==> config.mk <==
export PLATFORM = sky130hd
export DESIGN_NAME = zone_select_ctrl
export DESIGN_NICKNAME = d
export VERILOG_FILES = /design/src/rtl/zone_pkg.sv /design/src/rtl/zone_select_ctrl_classify.sv /design/src/rtl/zone_select_ctrl.sv
export SDC_FILE = /design/constraint.sdc
export NUM_CORES = 1
export LEC_CHECK = 0
export ABC_AREA = 1
export BUFFER_PORTS_ARGS = -buffer_cell sky130_fd_sc_hd__buf_2
export CAP_MARGIN = 20
export CORE_MARGIN = 2
export CORE_UTILIZATION = 41
export DETAILED_ROUTE_END_ITERATION = 6
export GPL_TIMING_DRIVEN = 0
export PLACE_DENSITY = 0.65
export SKIP_LAST_GASP = 1
export SLEW_MARGIN = 5
export SYNTH_ARGS = -nofsm -noshare
export SYNTH_HDL_FRONTEND = slang
export SYNTH_SLANG_ARGS = --single-unit
==> constraint.sdc <==
create_clock -name clk -period 2.3 [get_ports clk]
set_clock_uncertainty 0.15 [all_clocks]
set_input_delay 0.345 -clock clk [delete_from_list [all_inputs] [get_ports clk]]
set_output_delay 0.345 -clock clk [all_outputs]
set_load 0.05 [all_outputs]
==> src/rtl/zone_pkg.sv <==
// Shared types and defaults for the VGA quadrant selection controller.
package zone_pkg;

  typedef enum logic [1:0] {
    ZONE_TR = 2'd0,
    ZONE_BR = 2'd1,
    ZONE_BL = 2'd2,
    ZONE_TL = 2'd3
  } zone_t;

  typedef enum logic {
    BROWSE = 1'b0,
    LOCKED = 1'b1
  } state_t;

  localparam int H_SPLIT_DEF      = 464;
  localparam int V_SPLIT_DEF      = 275;
  localparam int BLINK_FRAMES_DEF = 30;

  localparam int BTN_NEXT   = 0;
  localparam int BTN_PREV   = 1;
  localparam int BTN_OK     = 2;
  localparam int BTN_CANCEL = 3;

  function automatic zone_t zone_of(
    input logic right,
    input logic bottom
  );
    zone_t z;
    z = ZONE_TL;
    unique case ({right, bottom})
      2'b10:   z = ZONE_TR;
      2'b11:   z = ZONE_BR;
      2'b01:   z = ZONE_BL;
      default: z = ZONE_TL;
    endcase
    return z;
  endfunction

endpackage

==> src/rtl/zone_select_ctrl_classify.sv <==
// Combinational pixel-coordinate to screen-quadrant map.
import zone_pkg::*;

module zone_classify #(
  parameter int H_SPLIT = H_SPLIT_DEF,
  parameter int V_SPLIT = V_SPLIT_DEF
) (
  input  logic [9:0] horizontal,
  input  logic [9:0] vertical,
  output logic [1:0] zone
);

  localparam logic [9:0] HS = 10'(H_SPLIT);
  localparam logic [9:0] VS = 10'(V_SPLIT);

  logic right;
  logic bottom;

  assign right  = horizontal > HS;
  assign bottom = vertical > VS;
  assign zone   = zone_of(right, bottom);

endmodule

==> src/rtl/zone_select_ctrl.sv <==
// Quadrant selection FSM with button edge detect, frame tick
// and blinking highlight for the RGB colour mux.
import zone_pkg::*;

module zone_select_ctrl #(
  parameter int H_SPLIT      = H_SPLIT_DEF,
  parameter int V_SPLIT      = V_SPLIT_DEF,
  parameter int BLINK_FRAMES = BLINK_FRAMES_DEF
) (
  input  logic       clk,
  input  logic       reset,
  input  logic [9:0] horizontal,
  input  logic [9:0] vertical,
  input  logic       btn_next,
  input  logic       btn_prev,
  input  logic       btn_ok,
  input  logic       btn_cancel,
  output logic [1:0] pix_zone,
  output logic [1:0] sel_zone,
  output logic       locked,
  output logic       confirm_pulse,
  output logic       highlight
);

  localparam logic [7:0] BLINK_LAST = 8'(BLINK_FRAMES - 1);

  state_t     state;
  logic [1:0] zone_d;
  logic [3:0] btn;
  logic [3:0] btn_q;
  logic [3:0] ev;
  logic       at0;
  logic       at0_q;
  logic       tick;
  logic [1:0] sel_nxt;
  logic       sel_chg;
  logic [7:0] blink_cnt;
  logic       blink_phase;

  zone_classify #(
    .H_SPLIT(H_SPLIT),
    .V_SPLIT(V_SPLIT)
  ) u_classify (
    .horizontal(horizontal),
    .vertical  (vertical),
    .zone      (zone_d)
  );

  assign btn  = {btn_cancel, btn_ok, btn_prev, btn_next};
  assign ev   = btn & ~btn_q;
  assign at0  = (horizontal == '0) && (vertical == '0);
  assign tick = at0 & ~at0_q;

  always_ff @(posedge clk) begin
    if (reset) begin
      btn_q    <= '1;
      at0_q    <= 1'b0;
      pix_zone <= '0;
    end else begin
      btn_q    <= btn;
      at0_q    <= at0;
      pix_zone <= zone_d;
    end
  end

  // ok wins over next/prev; opposing next+prev cancel out
  always_comb begin
    sel_nxt = sel_zone;
    if (state == BROWSE && !ev[BTN_OK]) begin
      unique case (1'b1)
        ev[BTN_NEXT] && !ev[BTN_PREV]: sel_nxt = 2'(sel_zone + 2'd1);
        ev[BTN_PREV] && !ev[BTN_NEXT]: sel_nxt = 2'(sel_zone - 2'd1);
        default:                       sel_nxt = sel_zone;
      endcase
    end
  end

  assign sel_chg = sel_nxt != sel_zone;

  always_ff @(posedge clk) begin
    if (reset) begin
      state         <= BROWSE;
      sel_zone      <= '0;
      locked        <= 1'b0;
      confirm_pulse <= 1'b0;
    end else begin
      confirm_pulse <= 1'b0;
      sel_zone      <= sel_nxt;
      unique case (state)
        BROWSE: begin
          if (ev[BTN_OK]) begin
            state         <= LOCKED;
            locked        <= 1'b1;
            confirm_pulse <= 1'b1;
          end
        end
        LOCKED: begin
          if (ev[BTN_CANCEL]) begin
            state  <= BROWSE;
            locked <= 1'b0;
          end
        end
      endcase
    end
  end

  always_ff @(posedge clk) begin
    if (reset) begin
      blink_cnt   <= '0;
      blink_phase <= 1'b1;
    end else if (sel_chg) begin
      blink_cnt   <= '0;
      blink_phase <= 1'b1;
    end else if (tick) begin
      if (blink_cnt == BLINK_LAST) begin
        blink_cnt   <= '0;
        blink_phase <= ~blink_phase;
      end else begin
        blink_cnt <= blink_cnt + 8'd1;
      end
    end
  end

  assign highlight = (pix_zone == sel_zone) & (locked | blink_phase);

endmodule

==> run summary <==
The final RePlAce weighted congestion came out at between 0.7 and 0.8. TritonCTS built the clock tree. The worst path buffer plus inverter count came out at 1.

The critical path startpoint category is a register. The site row count is 19. Overall power consumption after layout is estimated at ~0.69 mW. The region available for standard cell placement spans about 2800 um2.

The number of hold buffers added after CTS is 0. The run finished with clean final reports. The tree is rooted in a sky130_fd_sc_hd__clkbuf_4. Counting instances, the worst hold path has a depth of 3. The initial utilization of the core area, before any placement, comes to a little over two fifths. The signal on the critical path passes through xor2_1, a211oi_2, buf_2.

Compared with the post-synthesis result, the final layout area differs by 19.2%. The part of the power in registers is 55.9%. The master of the slowest instance on the critical path is sky130_fd_sc_hd__dfxtp_1. The clock passes through at most 2 buffers. The number of stages on the worst setup path is 3.

The count of mapped cells out of synthesis came out at 173. The kind of critical path is register to primary output. Derived from the worst setup path, the maximum achievable clock frequency is between 500 and 600 MHz. The power density over the cells came out at 484 nW/um2. Leaving out fill and tap cells, the most frequent cell in the layout is sky130_fd_sc_hd__nand2_1. The slew of the pin with the lowest slew margin is just over 0.3 ns. The global-route wire length before repair came out at 4.28 mm.

After clock tree synthesis, the clock-pin slew on the worst setup and hold paths is around 0.12 ns. Setup slack on the worst reg-to-reg path comes out at approximately 0.47 ns. After synthesis, flip-flops and latches occupy 35.3% of the total area. After synthesis the netlist holds a flip-flop and latch count of 21.

The total vias in the final route came out at between 1k and 1.5k. The max-cap check violation count came out at 0. For this design, the sink count on the clock tree is 21. The number of primary I/O pins is 33. In this run the horizontal extent of the chip is 57.9 um. The top-area cell type share of the netlist area came out at between 30% and 40%.

The clock reaches the later pin of the worst-skew pair after 0.30 ns. The portion of total power attributed to combinational logic came out at 18.3%. Setup repair after global routing left no endpoint under its margin. The setup fix buffers added after clock tree synthesis is 0.

The HPWL after detailed placement came out at 1.86 mm. In this design, the largest share of critical-path delay is due to flip-flops. The initial antenna violation count is 0. The top cell types in the final layout, fill and taps aside, are sky130_fd_sc_hd__nand2_1, sky130_fd_sc_hd__buf_2, sky130_fd_sc_hd__inv_1, sky130_fd_sc_hd__nor2_1, sky130_fd_sc_hd__dfxtp_1. The count of buffers inserted at the top-level ports is 31.

The quantity of gates resized following cts came out at 0. The final routed DRC violation total came out at 0. The number of nets with antenna violations after routing came out at 0. The synthesized netlist contains 24 unique library cells.

Data on the critical path is required at its endpoint by 1.80 ns. The share of post-route cells with drive strength above 1 is 22.6%. The per-instance average area after synthesis is 6.89 um2.

The via count of the first global-routing pass is 1089. The final-report max-slew violation count came out at 0. In this run the number of H-tree levels came out at 1. The overall fraction of global-route tracks in use is 16.0%. The final setup TNS came out at 0 ns. The leakage power of the design came out at 0.690 nW. Measured in cells, the most critical reg-to-reg path has a length of 8. The final critical delay including setup and external delays is 1.88 ns.

Buffers inserted during clock tree synthesis total 3. The number of hold-slack violations in the final timing report is 0. The startpoint of the most critical hold path is btn_cancel.

The signal arrival time at the worst endpoint came out at around 1.4 ns. The tightest min-delay check is of the input port to register type. The final clock period utilization by the worst path came out at 81.6%.

STA classifies the critical path endpoint as a primary output. sky130_fd_sc_hd__dfxtp_1 takes more of the synthesized area than any other cell. The cell area that synthesis handed to floorplanning was 1190 um2. The relative slew slack is 79.3%. Setup violations remaining at the end of the flow were counted as 0.

The number of diodes came out at 0. The largest net degree at the start of global routing is 14. The detailed-route wire length per cell is about 9.6 um. The worst reg2reg path endpoint is blink_cnt[1].

Yosys attributes the largest share of cell area to sky130_fd_sc_hd__dfxtp_1, sky130_fd_sc_hd__nand2_1, sky130_fd_sc_hd__inv_1. The worst IR drop on VDD came out at about 0.32 mV. The net switching power is 0.201 mW. The via count normalized by instance count is 4.76. The first-pass iteration count of the detailed router is 4.

The maximum fanout along the worst path is 7. The origin of the critical flop-to-flop path is btn_q[0]. The floorplan die area came out at 3350 um2. The die boundary height came out at between 50 and 60 um. Summed over all layers, the routed wires come to about 2.3 mm. For hold timing, the worst endpoint is btn_q[3].

The leftover overflow at the end of global routing is 0. The internal portion of total power came out at between 0.4 and 0.5 mW. The Yosys step of the flow raised 0 warnings. After the last flow step, the layout net total stands at 240. The share of power burned in the clock network is 25.9%.

The number of nets in the synthesized netlist came out at between 200 and 250. The switching share of power came out at 29.3%. The largest stage delay on the critical path came out at 0.48 ns. The initial DRC count came out at 25.
[cell families after synthesis]
kind of cell / Yosys count / share of synthesized area (%)
buffers and inverters: 30 / 9.45
xor gates and xnor gates: 6 / 4.41
DFF: 21 / 35.3
AOI/OAI and AO/OA: 18 / 8.30
adders and majority gates: 5 / 5.25
and+or+nand+nor: 93 / 37.3
[through the flow]
step	cells	hold slack (ns)	instance area, um2	worst slack [ns]	utilization, %
after floorplan	173	0.287	1200	0.202	-
after global placement	235	0.322	1390	0.348	50.4
after detailed placement	235	0.344	1390	0.330	50.4
after CTS	239	0.0478	1420	0.396	51.5
after global routing	239	0.0629	1420	0.262	51.5
final	239	0.0625	1420	0.424	51.5
[flip-flops by register name (all words and copies together), names as in the netlist]
register	flops
at0_q	1
state	1
confirm_pulse	1
locked	1
btn_q	4
sel_zone	2
pix_zone	2
blink_phase	1
blink_cnt	8
[layer usage]
layer / vias to the layer above / track usage, % / wire length (um)
met1: 502 / 18.7 / 1030
met4: 0 / 7.31 / 27
met3: 2 / 2.46 / 82
met5: - / 0 / 0
met2: 27 / 28.6 / 1140
li1: 606 / - / -
[synthesized netlist by cell type]
cell	n
sky130_fd_sc_hd__nand4_2	1
sky130_fd_sc_hd__nand2_1	40
sky130_fd_sc_hd__nor2_1	28
sky130_fd_sc_hd__clkbuf_1	1
sky130_fd_sc_hd__inv_1	29
sky130_fd_sc_hd__o21ai_0	3
sky130_fd_sc_hd__nand3_1	10
sky130_fd_sc_hd__nor3_1	2
sky130_fd_sc_hd__and2_2	1
sky130_fd_sc_hd__xnor2_1	1
sky130_fd_sc_hd__ha_1	5
sky130_fd_sc_hd__a211oi_1	1
sky130_fd_sc_hd__nand4_1	2
sky130_fd_sc_hd__nor2_4	3
sky130_fd_sc_hd__a21oi_1	10
sky130_fd_sc_hd__a31oi_1	1
sky130_fd_sc_hd__nand3_4	1
sky130_fd_sc_hd__dfxtp_1	21
sky130_fd_sc_hd__nor2_8	1
sky130_fd_sc_hd__or2_2	3
sky130_fd_sc_hd__o22ai_1	2
sky130_fd_sc_hd__xor2_1	5
sky130_fd_sc_hd__nand2_2	1
sky130_fd_sc_hd__o211ai_1	1
[how the worst max path moves through the flow]
stage | endpoint | from | slack (ns)
6_report | highlight | sel_zone[0] | 0.42
5_1_grt | blink_cnt[1] | btn_q[0] | 0.26
4_1_cts | highlight | sel_zone[0] | 0.40
3_5_place_dp | blink_cnt[1] | btn_next | 0.33
3_3_place_gp | blink_cnt[1] | btn_next | 0.35
2_1_floorplan | highlight | sel_zone[0] | 0.20
[power by group through the flow]
stage | Clock [mW] | Combinational (mW) | Sequential [mW]
after global placement | 0 | 0.124 | 0.391
final | 0.178 | 0.125 | 0.384
after CTS | 0.193 | 0.127 | 0.384
after detailed placement | 0 | 0.126 | 0.392
after global routing | 0.205 | 0.142 | 0.385
after floorplan | 0 | 0.0629 | 0.413
[layout make-up]
| cell class | instances | area [um2] |
|---|---|---|
| Multi-Input combinational cell | 122 | 663 |
| Clock inverter | 1 | 7.51 |
| Fill cell | 273 | 1340 |
| Buffer | 1 | 3.75 |
| Sequential cell | 21 | 420 |
| Inverter | 29 | 109 |
| Tap cell | 31 | 38.8 |
| Timing Repair Buffer | 31 | 155 |
| Clock buffer | 3 | 22.5 |
[tightest hold or removal path, cell delays in order]
cell                      delay (ns)
sky130_fd_sc_hd__buf_2          0.07
sky130_fd_sc_hd__inv_1          0.04
sky130_fd_sc_hd__nand2_1        0.04
Note: power is estimated with default switching activity, not from simulation.
